--- config.mk ---
export PLATFORM = sky130hd
export DESIGN_NAME = dotted_call_sched
export DESIGN_NICKNAME = d
export VERILOG_FILES = /design/src/rtl/dotted_call_sched.sv
export SDC_FILE = /design/constraint.sdc
export NUM_CORES = 1
export LEC_CHECK = 0
export ABC_CLOCK_PERIOD_IN_PS = 5660
export BUFFER_PORTS_ARGS = -buffer_cell sky130_fd_sc_hd__buf_4
export CAP_MARGIN = 0
export CORE_MARGIN = 8
export CORE_UTILIZATION = 49
export CTS_BUF_LIST = sky130_fd_sc_hd__clkbuf_4
export DETAILED_ROUTE_END_ITERATION = 8
export GPL_TIMING_DRIVEN = 1
export PLACE_DENSITY = 0.89
export REMOVE_ABC_BUFFERS = 1
export SLEW_MARGIN = 10
export SYNTH_ARGS = -nofsm -noshare
export SYNTH_HDL_FRONTEND = slang
export SYNTH_SLANG_ARGS = --single-unit
--- constraint.sdc ---
create_clock -name clk -period 5.66 [get_ports clk]
set_input_delay 1.698 -clock clk [delete_from_list [all_inputs] [get_ports clk]]
set_output_delay 1.698 -clock clk [all_outputs]
set_load 0.05 [all_outputs]
--- src/rtl/dotted_call_sched.sv ---
// Round-robin scheduler sharing one callee among NREQ requesters, one call in flight at a time.
// A watchdog aborts calls whose result does not arrive within TIMEOUT WAIT cycles.
module dotted_call_sched #(
    parameter int unsigned NREQ    = 4,
    parameter int unsigned DW      = 32,
    parameter int unsigned TIMEOUT = 15
) (
    input  logic               clk,
    input  logic               rst,
    input  logic [NREQ-1:0]    req_valid,
    input  logic [NREQ*DW-1:0] req_arg,
    output logic [NREQ-1:0]    req_ready,
    output logic [NREQ-1:0]    rsp_valid,
    output logic [DW-1:0]      rsp_data,
    output logic               rsp_err,
    output logic               call_valid,
    output logic [DW-1:0]      call_arg,
    input  logic               call_ready,
    input  logic               ret_valid,
    input  logic [DW-1:0]      ret_data,
    output logic               busy
);

    localparam int unsigned PW   = (NREQ > 1) ? $clog2(NREQ) : 1;
    localparam logic [7:0]  TMAX = 8'(TIMEOUT);

    typedef enum logic [1:0] {
        StIdle,
        StIssue,
        StWait,
        StResp
    } state_e;

    state_e state_q, state_d;

    logic [PW-1:0]   rr_q, rr_d;
    logic [PW-1:0]   gnt_q, gnt_d;
    logic [7:0]      timer_q, timer_d;
    logic [NREQ-1:0] req_ready_q, req_ready_d;
    logic [NREQ-1:0] rsp_valid_q, rsp_valid_d;
    logic [DW-1:0]   rsp_data_q, rsp_data_d;
    logic            rsp_err_q, rsp_err_d;
    logic            call_valid_q, call_valid_d;
    logic [DW-1:0]   call_arg_q, call_arg_d;
    logic            busy_q, busy_d;

    logic [DW-1:0]   arg_arr [NREQ];
    logic            found;
    logic [PW-1:0]   pick;
    logic [NREQ-1:0] gnt_onehot;
    logic [PW-1:0]   gnt_next;

    for (genvar i = 0; i < NREQ; i++) begin : g_arg
        assign arg_arr[i] = req_arg[i*DW +: DW];
    end

    // First requesting index at or after rr_q, wrapping modulo NREQ.
    always_comb begin
        int unsigned sum;
        logic [PW-1:0] idx;
        found = 1'b0;
        pick  = '0;
        sum   = 0;
        idx   = '0;
        for (int unsigned k = 0; k < NREQ; k++) begin
            sum = 32'(rr_q) + k;
            idx = PW'(sum % NREQ);
            if (!found && req_valid[idx]) begin
                found = 1'b1;
                pick  = idx;
            end
        end
    end

    assign gnt_onehot = NREQ'(1) << gnt_q;
    assign gnt_next   = PW'((32'(gnt_q) + 32'd1) % NREQ);

    always_comb begin
        state_d      = state_q;
        rr_d         = rr_q;
        gnt_d        = gnt_q;
        timer_d      = timer_q;
        req_ready_d  = '0;
        rsp_valid_d  = '0;
        rsp_data_d   = rsp_data_q;
        rsp_err_d    = rsp_err_q;
        call_valid_d = call_valid_q;
        call_arg_d   = call_arg_q;

        unique case (state_q)
            StIdle: begin
                if (found) begin
                    gnt_d        = pick;
                    call_arg_d   = arg_arr[pick];
                    call_valid_d = 1'b1;
                    state_d      = StIssue;
                end
            end
            StIssue: begin
                if (call_ready) begin
                    req_ready_d  = gnt_onehot;
                    call_valid_d = 1'b0;
                    timer_d      = '0;
                    state_d      = StWait;
                end
            end
            StWait: begin
                // A return on the final WAIT cycle beats the watchdog.
                if (ret_valid) begin
                    rsp_data_d  = ret_data;
                    rsp_err_d   = 1'b0;
                    rsp_valid_d = gnt_onehot;
                    state_d     = StResp;
                end else if (timer_q + 8'd1 == TMAX) begin
                    rsp_data_d  = '1;
                    rsp_err_d   = 1'b1;
                    rsp_valid_d = gnt_onehot;
                    state_d     = StResp;
                end else begin
                    timer_d = timer_q + 8'd1;
                end
            end
            StResp: begin
                rr_d    = gnt_next;
                state_d = StIdle;
            end
            default: begin
                state_d = StIdle;
            end
        endcase

        busy_d = (state_d != StIdle);
    end

    always_ff @(posedge clk or posedge rst) begin
        if (rst) begin
            state_q      <= StIdle;
            rr_q         <= '0;
            gnt_q        <= '0;
            timer_q      <= '0;
            req_ready_q  <= '0;
            rsp_valid_q  <= '0;
            rsp_data_q   <= '0;
            rsp_err_q    <= 1'b0;
            call_valid_q <= 1'b0;
            call_arg_q   <= '0;
            busy_q       <= 1'b0;
        end else begin
            state_q      <= state_d;
            rr_q         <= rr_d;
            gnt_q        <= gnt_d;
            timer_q      <= timer_d;
            req_ready_q  <= req_ready_d;
            rsp_valid_q  <= rsp_valid_d;
            rsp_data_q   <= rsp_data_d;
            rsp_err_q    <= rsp_err_d;
            call_valid_q <= call_valid_d;
            call_arg_q   <= call_arg_d;
            busy_q       <= busy_d;
        end
    end

    assign req_ready  = req_ready_q;
    assign rsp_valid  = rsp_valid_q;
    assign rsp_data   = rsp_data_q;
    assign rsp_err    = rsp_err_q;
    assign call_valid = call_valid_q;
    assign call_arg   = call_arg_q;
    assign busy       = busy_q;

endmodule

# ---- Word level (Yosys, flattened, before mapping)
# Index checks and enable logic that the tools add are counted.
dict set report classes {
  mul 0
  n_div 0
  shifts 1
  n_eq_ne 8
  n_mux 40
  reduce_logical 15
  addsub 5
  n_lt_le_gt_ge 5
  bitwise 1
}
# cell n
set ops {}
lappend ops {{32-bit two-way mux} 4}
lappend ops {{32-bit binary-select mux with 2-bit select} 1}
lappend ops {{8-bit two-way mux} 3}
lappend ops {{4-bit two-way mux} 5}
lappend ops {{2-bit two-way mux} 8}
lappend ops {{8-bit case mux with 2 select lines} 1}
lappend ops {{2-bit by 3-bit < comparator with 1-bit output, second input constant} 4}
lappend ops {{1-bit two-way mux} 12}
lappend ops {{8-bit by 1-bit adder with 8-bit output, second input constant} 1}
lappend ops {{1-bit binary-select mux with 2-bit select} 4}
lappend ops {{8-bit by 4-bit == test with 1-bit output, second input constant} 1}
lappend ops {{2-bit != test, second input constant} 4}
lappend ops {{2-bit case mux with 4 select lines} 1}
lappend ops {{2-bit nonzero test} 4}
lappend ops {{2-bit by 1-bit adder with 2-bit output, second input constant} 2}
lappend ops {{2-bit adder, second input constant} 2}
lappend ops {{2-bit == test, second input constant} 2}
lappend ops {{2-bit AND reduction} 2}
lappend ops {{4-bit AND reduction} 1}
lappend ops {{1-bit by 2-bit << shifter with 4-bit output, first input constant} 1}
lappend ops {{3-bit greater-or-equal comparator, second input constant} 1}
lappend ops {{1-bit logical AND} 3}
lappend ops {{1-bit logical NOT} 3}
lappend ops {{2-bit inverter with 3-bit output} 1}
lappend ops {{4 further kinds} 4}
dict set report totals {
  regBits 89
  rom_bits 0
  mem_bits_rw 0
  inputBits 168
  latch_bits 0
  memories 0
  wordCells 86
}

# ---- Longest topological paths before layout
dict set report logic_depth {
  depth_word 16
  ltp_mapped 7
}

# ---- Worst setup path after synthesis
# No wires, ideal clock.
dict set report synth_path {
  kind {input-to-reg}
  from {input req_valid[1]}
  to {register call_arg_q[10] (netlist: call_arg[10])}
  required_ps 5518
  arrival_ps 2902
  setup_ps 142
  n_path_buf 2
  cell_stages 7
  path_slack_ps 2616
  cell_sequence {nand2b_1 > a21oi_1 > o32a_1 > buf_2 > buf_2 > mux2i_1 > o221ai_1}
}
dict set report synth_between {
  elab_chain_len 16
  elab_cells_between_ends 27
}
# item line
set synth_rtl {}
lappend synth_rtl {{from (decl)} 10} ;# input logic [NREQ-1:0] req_valid,
lappend synth_rtl {{1-bit binary-select mux with 2-bit select} 68} ;# if (!found && req_valid[idx]) begin
lappend synth_rtl {{1-bit two-way mux (not written as such)} 68}
lappend synth_rtl {{1-bit two-way mux} 68}
lappend synth_rtl {{1-bit logical NOT} 68}
lappend synth_rtl {{1-bit logical AND} 68}
lappend synth_rtl {{1-bit two-way mux} 68}
lappend synth_rtl {{1-bit logical NOT} 68}
lappend synth_rtl {{1-bit logical AND} 68}
lappend synth_rtl {{1-bit two-way mux} 68}
lappend synth_rtl {{1-bit logical NOT} 68}
lappend synth_rtl {{1-bit logical AND} 68}
lappend synth_rtl {{2-bit two-way mux} 68}
lappend synth_rtl {{2-bit inverter with 3-bit output (not written as such)} 94} ;# call_arg_d = arg_arr[pick];
lappend synth_rtl {{32-bit binary-select mux with 2-bit select} 94}
lappend synth_rtl {{32-bit two-way mux (not written as such) (2 in a row)} 94}
lappend synth_rtl {{to (signal assigned)} 158} ;# call_arg_q <= call_arg_d;
lappend synth_rtl {{to (decl)} 44} ;# logic [DW-1:0] call_arg_q, call_arg_d;
# Several ways; a longest one is shown, not always the timed one. The select of a mux whose other input is x is not followed.
# A chain may end at the register's enable or synchronous reset.

# ---- Final worst setup path
dict set report layout_path {
  from {input req_valid[0]}
  to {register call_arg_q[26] (netlist: call_arg[26])}
}
# The elaborated chain is that of the path after synthesis.

==> results.json <==
{
  "ys_warn_count": 0,
  "clock_sinks": 89,
  "gp_congestion": 0.914,
  "routed_wl_microns": 15100,
  "final_hold_viol_count": 0,
  "cts.clk_slew.worst_paths_ps": 150,
  "grt_first_pass_wirelength_microns": 22100,
  "cts_hold_buf": 0,
  "fmax_ghz": 0.306,
  "rsz0062_at_grt": "no",
  "tightest_slew_ps": 1140,
  "diodes": 0,
  "regArea_sq_um": 2230,
  "drv_slew": 0,
  "skew_ps": 20.7,
  "grtUsageMet1_pct": 27.9,
  "avgSynthCellArea_sq_um": 11.7,
  "outcome": "finished, final reports clean",
  "multi_input_area_sq_um": 1950,
  "drc": 0,
  "clockRootBuffer": "clkbuf_4",
  "maxSlewHeadroom_pct": 23.8,
  "yosys.area.top_type": "dfrtp_1",
  "nFillCells": 596,
  "post-cts-setup-buffers": 0,
  "mostFrequentLayoutCells": "buf_4, dfrtp_1, mux2i_1",
  "vias_per_cell": 5.60,
  "synth-seq-cells": 89,
  "clkLatencyLatePin_ps": 440,
  "antenna_found_initial": 0,
  "critPathBufInv": 1,
  "crit_slowest_cell": "nand2_1",
  "critPathLaunch": "req_valid[0]",
  "htreeDepth": 3,
  "seq_area_frac_synth_pct": 51.5,
  "leakagePower_nw": 3.18,
  "dieArea_sq_um": 12100,
  "area_growth_pct": 47.6,
  "met3_usage_pct": 4.98,
  "path_delay_family": "simple AND/OR/NAND/NOR gates",
  "dp.cells": 700,
  "synth.distinct_cells": 42,
  "final_common_cell": "buf_4",
  "row_count": 34,
  "syn_area_sq_um": 4320,
  "combPwrFrac_pct": 60.1,
  "worst_ep_required_time_ps": 5930,
  "r2r-start": "timer_q[0]",
  "synthCells": 370,
  "drt-pass1-iter-count": 4,
  "grt.total_usage_pct": 23.5,
  "start_kind": "input port",
  "p_switching_mw": 1.84,
  "powerDensity_nw_per_um2": 570,
  "hpwl_microns": 11900,
  "endpoint_kind": "register",
  "cp_cell_sequence": "buf_4 > nor4_1 > nor3_1 > nand2_1 > o221ai_1",
  "setup_viol": 0,
  "wl_per_cell_microns": 21.1,
  "portBuffers": 242,
  "cts_buffers": 9,
  "sequentialPowerShare_pct": 29.4,
  "internal_power_mw": 1.80,
  "cap_viol_max_count": 0,
  "ios": 243,
  "synth_edf_count": 0,
  "use_met2_pct": 40.7,
  "drtIter0Drc": 255,
  "min_from": "rsp_data[31]",
  "layout_worst_path_cycle_share_pct": 57.8,
  "nets": 778,
  "start_util_pct": 50.0,
  "first_global_vias": 4166,
  "period_needed_ps": 3270,
  "power.total_mw": 3.64,
  "crit_type": "in2reg",
  "vias": 4012,
  "clk_path_buf_depth": 2,
  "core_sq_um": 8640,
  "cts-resized-gates": 0,
  "pwr-share-clk_pct": 10.5,
  "synth-main-ff-cell": "dfrtp_1",
  "ir_worst_vdd_uv": 579,
  "grt_max_degree": 66,
  "yosysTopAreaCellShare_pct": 51.5,
  "hold_path.class": "reg2reg",
  "crit_arrival_ps": 3540,
  "crit_fanout": 33,
  "synthArstFlopShare_pct": 100,
  "chipWidth_microns": 110,
  "final_antenna_net_count": 0,
  "cp_slowest_stage_delay_ps": 860,
  "cts_tree": "done",
  "setup_tns_ps": 0,
  "grt_overflow": 0,
  "fin_cells": 717,
  "drive_gt1_share_pct": 48.6,
  "busiest_layer": "met2",
  "synth_area_leaders": "dfrtp_1, mux2i_1, o221ai_1",
  "die_h_microns": 110,
  "switching_share_pct": 50.5
}
## per-stage QoR
| step | cell area (sq um) | setup WS [ps] | hold slack (ps) | utilization, % |
|---|---|---|---|---|
| after floorplan | 4200 | 774 | 463 | - |
| after global routing | 6380 | 2130 | 524 | 73.8 |
| final | 6380 | 2390 | 507 | 73.8 |
| after CTS | 6350 | 2240 | 512 | 73.5 |
| after detailed placement | 6200 | 1800 | 479 | 71.7 |
| after global placement | 6200 | 1870 | 471 | 71.7 |
## layer usage
metal	vias up	part of all wire, %
met5	-	0
met4	0	2.9
met3	31	8.2
met2	194	52
met1	1934	37
li1	1853	-
## power groups by stage
| stage | Clock (mW) | Sequential, mW | Combinational (mW) |
|---|---|---|---|
| 6_report | 0.382 | 1.07 | 2.18 |
| 5_1_grt | 0.410 | 1.10 | 2.30 |
| 4_1_cts | 0.390 | 1.07 | 2.17 |
| 3_5_place_dp | 0 | 1.08 | 2.17 |
| 3_3_place_gp | 0 | 1.06 | 2.13 |
| 2_1_floorplan | 0 | 1.84 | 0.702 |
## final timing paths
| path | cells past startpoint | slack [ps] | to |
|---|---|---|---|
| min | 1 | 510 | rsp_data[31] |
| max in group asynchronous | 3 | 3260 | rsp_data[1] |
| max | 5 | 2390 | call_arg[26] |
| min in group asynchronous | 2 | 1460 | call_arg[15] |
| max reg2reg | 6 | 3050 | rsp_data[23] |
| min reg2reg | 1 | 510 | rsp_data[31] |
## cell usage after synthesis (6+ instances only)
master and n:
ha_1 6, clkbuf_1 14, nand2b_1 6, mux2i_1 66, o22a_2 25, buf_2 7, nor2_1 8, nand2_1 46
o22a_1 7, and2_1 8, a21oi_1 7, dfrtp_1 89, inv_1 6, o221ai_1 32
## cells by family (layout without fill, tap and decap cells)
group	after synthesis	after routing	share of synthesized area [%]
buffers and inverters	30	269	3.33
muxes	67	67	15.6
AOI/OAI and AO/OA	89	89	17.8
xor gates and xnor gates	2	2	0.406
DFF	89	89	51.5
adders and majority gates	6	6	1.74
and+or+nand+nor	87	87	9.59
## flip-flops by register name (all words and copies together), names as in the netlist
| name | flops |
|---|---|
| call_valid | 1 |
| rsp_err | 1 |
| busy | 1 |
| req_ready | 4 |
| timer_q | 8 |
| state_q | 2 |
| rsp_valid | 4 |
| gnt_q | 2 |
| rsp_data | 32 |
| call_arg | 32 |
| rr_q | 2 |
## layout make-up
cell class | instances | area share, %
inverter | 6 | 0.373
multi-input combinational | 251 | 30.6
clock inverter | 7 | 1.33
clock buffer | 9 | 1.06
tap | 108 | 2.12
timing repair buffer | 247 | 29.6
sequential | 89 | 34.9
No activity file was read; power rests on OpenSTA's default activity.
